## config.mk

```make
export PLATFORM = sky130hd
export DESIGN_NAME = silu_act_sequencer
export DESIGN_NICKNAME = d
export VERILOG_FILES = /design/src/rtl/silu_act_sequencer.sv
export SDC_FILE = /design/constraint.sdc
export NUM_CORES = 1
export LEC_CHECK = 0
export ABC_AREA = 1
export ABC_CLOCK_PERIOD_IN_PS = 5600
export CAP_MARGIN = 10
export CELL_PAD_IN_SITES_DETAIL_PLACEMENT = 0
export CELL_PAD_IN_SITES_GLOBAL_PLACEMENT = 1
export CORE_AREA = 2 2 163 165
export CTS_CLUSTER_SIZE = 16
export DETAILED_ROUTE_END_ITERATION = 8
export DIE_AREA = 0 0 165 167
export PLACE_DENSITY_LB_ADDON = 0.1
export SYNTH_ARGS = -nofsm -noshare
export SYNTH_HDL_FRONTEND = slang
export SYNTH_SLANG_ARGS = --single-unit
```

## constraint.sdc

```tcl
create_clock -name clk -period 5.6 [get_ports clk]
set_input_delay 1.12 -clock clk [delete_from_list [all_inputs] [get_ports clk]]
set_output_delay 1.12 -clock clk [all_outputs]
set_load 0.05 [all_outputs]
```

## src/rtl/silu_act_sequencer.sv

```systemverilog
// Feeds a stream of fp16 feature words, one at a time, through a shared Silumulti unit and
// returns each SiLU result on a valid/ready output. A job is cfg_len words.
module silu_act_sequencer #(
    parameter int DATA_WIDTH = 16,
    parameter int SIZE       = 4,
    parameter int LEN_W      = 16,
    parameter int TIMEOUT    = 64
) (
    input  logic                         clk,
    input  logic                         reset,
    input  logic                         cfg_start,
    input  logic [LEN_W-1:0]             cfg_len,
    output logic                         busy,
    output logic                         done,
    output logic                         err_timeout,
    input  logic                         in_valid,
    output logic                         in_ready,
    input  logic [SIZE*DATA_WIDTH-1:0]   in_data,
    output logic                         out_valid,
    input  logic                         out_ready,
    output logic [SIZE*DATA_WIDTH-1:0]   out_data,
    output logic [SIZE*DATA_WIDTH-1:0]   silu_x,
    output logic                         silu_reset,
    input  logic [SIZE*DATA_WIDTH-1:0]   silu_product,
    input  logic                         silu_finished
);

    localparam int CNT_W = (TIMEOUT > 2) ? $clog2(TIMEOUT) : 1;

    typedef enum logic [2:0] {
        S_IDLE,
        S_FETCH,
        S_LOAD,
        S_WAIT,
        S_HOLD,
        S_DONE
    } state_t;

    state_t             state;
    state_t             state_nxt;
    logic [LEN_W-1:0]   remaining;
    logic [CNT_W-1:0]   tmo_cnt;
    logic               tmo_last;

    assign tmo_last = (tmo_cnt == CNT_W'(TIMEOUT - 1));

    always_ff @(posedge clk or posedge reset) begin
        if (reset) begin
            state <= S_IDLE;
        end else begin
            state <= state_nxt;
        end
    end

    always_comb begin
        state_nxt = state;
        case (state)
            S_IDLE: begin
                if (cfg_start) begin
                    state_nxt = (cfg_len == '0) ? S_DONE : S_FETCH;
                end
            end
            S_FETCH: begin
                if (in_valid) begin
                    state_nxt = S_LOAD;
                end
            end
            S_LOAD: state_nxt = S_WAIT;
            S_WAIT: begin
                // A Finished arriving on the last allowed cycle still counts as success.
                if (silu_finished) begin
                    state_nxt = S_HOLD;
                end else if (tmo_last) begin
                    state_nxt = S_DONE;
                end
            end
            S_HOLD: begin
                if (out_ready) begin
                    state_nxt = (remaining == LEN_W'(1)) ? S_DONE : S_FETCH;
                end
            end
            S_DONE:  state_nxt = S_IDLE;
            default: state_nxt = S_IDLE;
        endcase
    end

    always_ff @(posedge clk or posedge reset) begin
        if (reset) begin
            remaining   <= '0;
            tmo_cnt     <= '0;
            silu_x      <= '0;
            out_data    <= '0;
            err_timeout <= 1'b0;
        end else begin
            case (state)
                S_IDLE: begin
                    if (cfg_start) begin
                        remaining   <= cfg_len;
                        err_timeout <= 1'b0;
                    end
                end
                S_FETCH: begin
                    if (in_valid) begin
                        silu_x <= in_data;
                    end
                end
                S_LOAD: tmo_cnt <= '0;
                S_WAIT: begin
                    tmo_cnt <= tmo_cnt + 1'b1;
                    if (silu_finished) begin
                        out_data <= silu_product;
                    end else if (tmo_last) begin
                        err_timeout <= 1'b1;
                    end
                end
                S_HOLD: begin
                    if (out_ready) begin
                        remaining <= remaining - 1'b1;
                    end
                end
                default: ;
            endcase
        end
    end

    // Status and handshake outputs decode straight from the registered state.
    assign busy       = (state != S_IDLE);
    assign done       = (state == S_DONE);
    assign in_ready   = (state == S_FETCH);
    assign out_valid  = (state == S_HOLD);
    assign silu_reset = reset | (state == S_LOAD);

endmodule

```

==> summary.txt, run 1 <==
total negative slack: 0 ps
busiest grt layer: met2
final setup vio count: 0
cts bufs inserted: 17
CP peak stage delay: 820 ps
Final min period: 3811 ps
PortBufs: 283
Slowest-stage cell, CP: clkdlybuf4s50_1
Yosys reg bits: 154
Ports: 284
Cells after Synth: 853
share of cells above drive strength 1: 4.863%
fin nets: 1,271
Pre-antenna DRT Iters: 4
Ys Warns: 0
clock-pin slew on the worst setup and hold paths: 60 ps
number of flops mapped to enable cells by yosys: 0
Static Leakage: 5.074 nW
TritonCTS clock tree: done
synth cell count leaders: nand2_1, dfrtp_1, nand3_1, nor2_1, inv_1
Cell Rows: 59
worst skew pair latency: 430 ps
DIE AREA: 27,560 um2
Antenna Cells: 0
Async SR Flop Fraction: 100.0%
Clock Tree Buf Depth: 2
CP endpoint kind: output pin
Critical Path Source Type: primary input
CP top delay family: buffers and inverters
Root Buffer: clkbuf_16
maximum level of the CTS H-tree: 4
routed length per instance: 15.55 um
Bufs and invs on worst path: 3
slack of the worst reg-to-reg path: 3230 ps
Synth Net Count: 1,006
RePlAce Congestion: 0.7423
final hold viol count: 0
design area: 10,520 um2
# resized after CTS: 0
CTS hold repair buffers: 0
CP required: 4480 ps
GRT overflow: 0
Critical Path AT: 2690 ps
Mapped Area: 6869 um2
Yosys cell types: 27
largest net degree at the start of global routing: 101
Yosys top cell by area: dfrtp_1
Slew Viols, Final: 0
met1 usage: 21.34%
CTS sink cnt: 154
Top FF cell, synth: dfrtp_1
Fillers: 2,664
sequential area share after synthesis: 56.10%
synthesized area per cell: 8.053 um2
Synth-to-Final Area Change: 53.08%
critical setup path kind: primary input to output pin
vias in the first global route: 6,466
Area contributors post-synth: dfrtp_1, nand2_1, nand3_1, nor2_1, inv_1
Initial DRC Count: 290
Die Width: 165 um
initial antenna violation count: 0
Hold WC Path Type: register to register
pre-CTS setup slack: 1771 ps
setup ws final: 1789 ps
Detail Route Antenna Nets: 0
pwr dens: 654.8 nW/um2
status: finished, final reports clean
DRC: 0
met2 usage: 27.10%
met3 Use GR: 6.775%
fin crit share: 68.05%
Fmax: 262.4 MHz
first-pass GRT wire length: 36.18 mm
max_cap viols: 0
post-layout util: 40.81%
post-CTS setup repair buffer count: 0
Max IR drop VDD: 0.0002988 V
Core Area: 25,760 um2
Die Height: 167 um
clk_skew: 13.22 ps
worst slew pin tran: 774.6 ps
vias per inst: 4.387
post-synth top area share: 56.10%
count leader, synth: nand2_1
Layout Cells excl Fill: 1,466
Detailed Place HPWL: 15.15 mm
GRT Util Overall: 16.89%
post-placement cell area: 9950 um2
Slew headroom: 48.36%
Cells after DPL: 1,434
most used cell, CP: clkdlybuf4s50_1
RSZ-0062 raised after global routing: false
critical path, cell by cell: clkdlybuf4s50_1 -> clkinvlp_4 -> nand2_1 -> clkdlybuf4s50_1
starting density of the core: 26.66%
vias: 6,431
Crit Path Max Fanout: 2
WL final: 22.80 mm
==> per-stage QoR <==
step | hold WS, ps | total power [mW]
6_report | 468.5 | 6.885
5_1_grt | 487.2 | 7.357
4_1_cts | 474.0 | 6.998
3_5_place_dp | 458.4 | 5.814
3_3_place_gp | 453.1 | 5.809
2_1_floorplan | 463.1 | 4.483
==> logic make-up after synthesis <==
logic type,count (synthesis),share of synthesized area (%)
AOI/OAI and AO/OA,36,2.987
DFF,154,56.10
adders and majority gates,3,0.5465
xor gates and xnor gates,1,0.1275
and+or+nand+nor,572,34.48
buffers and inverters,87,5.756
==> power breakdown <==
| group | internal, mW | switching (mW) | leakage [nW] |
|---|---|---|---|
| registers | 1.61 | 0.318 | 1.94 |
| clock network | 0.624 | 0.510 | 0.269 |
| logic | 1.18 | 2.64 | 2.87 |
==> flip-flops by register name, summed over array words and instances (netlist names) <==
| name | flops |
|---|---|
| tmo_cnt | 6 |
| err_timeout | 1 |
| out_data | 64 |
| state | 3 |
| remaining | 16 |
| silu_x | 64 |
==> layer usage <==
layer  vias up  routed length (um)
met1      2996                9825
li1       3237                   -
met5         -                   0
met4         0                 190
met3        15                1893
met2       183               10890
==> final timing paths <==
| path | end | depth (start not counted) | start |
|---|---|---|---|
| worst max-delay path | silu_reset | 4 | reset |
| worst min-delay path | out_data[37] | 2 | out_data[37] |
| worst max register to register | state[0] | 9 | state[2] |
| worst min register to register | out_data[37] | 2 | out_data[37] |
| max in group asynchronous | silu_x[3] | 4 | reset |
| min in group asynchronous | silu_x[23] | 3 | reset |
==> cell type report <==
type                       count  area, um2  share of cell area, %
sequential                   154       3854                  36.65
timing repair buffer         291       2895                  27.53
multi-input combinational    612       2620                  24.92
clock buffer                  19      432.9                  4.117
tap                          335      419.2                  3.986
inverter                      42      161.4                  1.535
clock inverter                13      132.6                  1.261
==> worst reg2reg max path: stages, from the launching register on <==
cell,delay [ps]
dfrtp_1,480
nor2_4,240
nand2_2,120
inv_2,380
buf_4,550
nand2_1,160
nor2_1,140
nor2_1,80
nand2_1,60
nand2_1,50
==> cells in the final DEF, fill, tap and decap left out, drive strengths merged <==
cell and n:
a21boi 1, a21oi 6, a22oi 1, buf 10, bufinv 1, clkbuf 19, clkdlybuf4s50 281, clkinv 3
clkinvlp 4, dfrtp 154, ha 3, inv 47, nand2 367, nand3 150, nand3b 1, nand4 3
nor2 48, nor3 2, o211ai 2, o21ai 24, o22ai 1, o31ai 1, or2 1, xnor2 1
Note: power is estimated with default switching activity, not from simulation.
==> inputs of run 2 (changes only) <==
- ABC_CLOCK_PERIOD_IN_PS: 5600 -> 3200
- clock period: 5.6 -> 3.2 ns (I/O delays scaled with it)
==> summary.txt, run 2 (synthesis gave the netlist of run 1 again) <==
DRC: 0 (unchanged)
origin of the critical flop-to-flop path: state[0]
R2R cell count: 9 (unchanged)
DIE AREA: 27,560 um2 (unchanged)
Detailed Place HPWL: 15.14 mm (about the same)
Pre-antenna DRT Iters: 4 (unchanged)
hold_ws: 468.6 ps (+0.06900 ps)
Critical Path Source Type: register
post-placement cell area: 9985 um2 (+0.35%)
worst r2r dst: state[2]
CTS hold repair buffers: 0 (unchanged)
Critical Path AT: 2250 ps (-440 ps)
min-delay src: out_data[39]
design area: 10,540 um2 (+0.20%)
Fillers: 2,656 (-0.30%)
Die Width: 165 um (unchanged)
most frequent cells in the layout: nand2_1, clkdlybuf4s50_1, dfrtp_1
Final min period: 2892 ps
Hold WC Path Type: register to register
max_cap viols: 0 (unchanged)
Detail Route Antenna Nets: 0 (unchanged)
vias in the first global route: 6,409 (-0.88%)
clk_skew: 13.72 ps (+0.5052 ps)
vias: 6,488 (+0.89%)
worst hold stages: 2 (unchanged)
critical path, cell by cell: nor2_1 -> nand2_2 -> inv_2 -> clkdlybuf4s50_1
share of cells above drive strength 1: 5.296% (+0.43 points)
status: finished, final reports clean
Clock Tree Buf Depth: 2 (unchanged)
CP peak stage delay: 800 ps (-20 ps)
GRT Util Overall: 16.65% (-0.24 points)
critical setup path kind: register to output pin
first-pass GRT wire length: 35.71 mm (-1.3%)
largest net degree at the start of global routing: 155 (+53%)
WL final: 22.55 mm (-1.1%)
Die Height: 167 um (unchanged)
CP endpoint kind: output pin
starting density of the core: 26.66% (unchanged)
pwr dens: 1141 nW/um2 (+74%)
hold path endpoint: out_data[39]
most common cell after layout, fill and taps aside: nand2_1
Initial DRC Count: 313 (+7.9%)
Synth-to-Final Area Change: 53.39%
Slew headroom: 38.61% (-9.7 points)
GRT overflow: 0 (unchanged)
post-layout util: 40.90% (+0.083 points)
Static Leakage: 5.081 nW (+0.13%)
Max IR drop VDD: 0.0004873 V (+63%)
CTS sink cnt: 154 (unchanged)
worst skew pair latency: 420 ps (about the same)
slack of the worst reg-to-reg path: 1310 ps (-1920 ps)
PortBufs: 283 (unchanged)
Slew Viols, Final: 0 (unchanged)
Core Area: 25,760 um2 (unchanged)
Slowest-stage cell, CP: clkdlybuf4s50_1
CP required: 2560 ps (-1920 ps)
final setup vio count: 0 (unchanged)
post-CTS setup repair buffer count: 0 (unchanged)
clock-pin slew on the worst setup and hold paths: 70 ps (about the same)
total negative slack: 0 ps (unchanged)
top flop regs: out_data (64), silu_x (64), remaining (16)
final hold viol count: 0 (unchanged)
routed length per instance: 15.36 um (-1.2%)
cts bufs inserted: 17 (unchanged)
Ports: 284 (unchanged)
Cell Rows: 59 (unchanged)
Crit Path Max Fanout: 18 (+16)
worst slew pin tran: 920.8 ps (+146.2 ps)
# resized after CTS: 0 (unchanged)
Antenna Cells: 0 (unchanged)
fin crit share: 90.37%
maximum level of the CTS H-tree: 4 (unchanged)
RePlAce Congestion: 0.7381 (-0.57%)
RSZ-0062 raised after global routing: false
Fmax: 345.8 MHz
Root Buffer: clkbuf_16
fin nets: 1,273 (+0.16%)
initial antenna violation count: 0 (unchanged)
vias per inst: 4.420 (+0.75%)
TritonCTS clock tree: done
run 2: cell count changes in the layout (fill, tap and decap cells not counted):
cell	before	now
clkinvlp_4	4	7
buf_12	1	3
buf_4	7	9
clkdlybuf4s50_1	281	279
bufinv_16	1	0
clkbuf_1	2	1
clkbuf_8	0	1
clkinv_2	1	0
clkinv_4	2	1
inv_6	4	5
inv_8	2	1
run 2: worst max-delay path, delay by kind of cell (launching register included):
kind	cells	cell delay, ps
simple gates	2	490
flops	1	420
buf+inv	2	920
run 2: layout make-up:
class | count | area [um2] | area share [%]
Multi-Input combinational cell | 612 | 2620 | 24.87
Sequential cell | 154 | 3854 | 36.58
Clock inverter | 13 | 108.9 | 1.033
Timing Repair Buffer | 293 | 2930 | 27.81
Tap cell | 335 | 419.2 | 3.978
Inverter | 42 | 161.4 | 1.532
Clock buffer | 19 | 442.9 | 4.204
run 2: through the flow:
step                std cells  worst slack (ps)  power [mW]
finish                   1468             308.2       12.02
detailed placement       1436             730.9       10.20
floorplan                 853             -1316       7.845
global placement         1436             733.4       10.20
CTS                      1468             262.6       12.21
global route             1468             177.3       12.81
run 2: how the worst max path moves through the flow:
stage / start / endpoint / slack (ps) / cells after the start
2_1_floorplan: reset / silu_reset / -1320 / 2
3_3_place_gp: state[0] / out_valid / 730 / 4
6_report: state[0] / out_valid / 310 / 4
3_5_place_dp: state[0] / out_valid / 730 / 4
5_1_grt: state[0] / out_valid / 180 / 4
4_1_cts: state[0] / out_valid / 260 / 4
run 2: layer usage:
| layer | routed length, um | track usage, % |
|---|---|---|
| met1 | 9455 | 20.63 |
| met5 | 0 | 0 |
| met2 | 10820 | 26.58 |
| met4 | 274 | 4.234 |
| met3 | 1997 | 7.173 |
run 2: where the power goes:
| part | leakage, nW | switching, mW | internal [mW] |
|---|---|---|---|
| Combinational | 2.89 | 4.62 | 2.09 |
| Clock | 0.252 | 0.903 | 1.03 |
| Sequential | 1.94 | 0.545 | 2.83 |
| Total | 5.08 | 6.07 | 5.95 |
==> inputs of run 3 (changes only) <==
- SLEW_MARGIN: unset -> 20
==> results of run 3 <==
Final layout, timing and power as in run 2 (identical DEF).
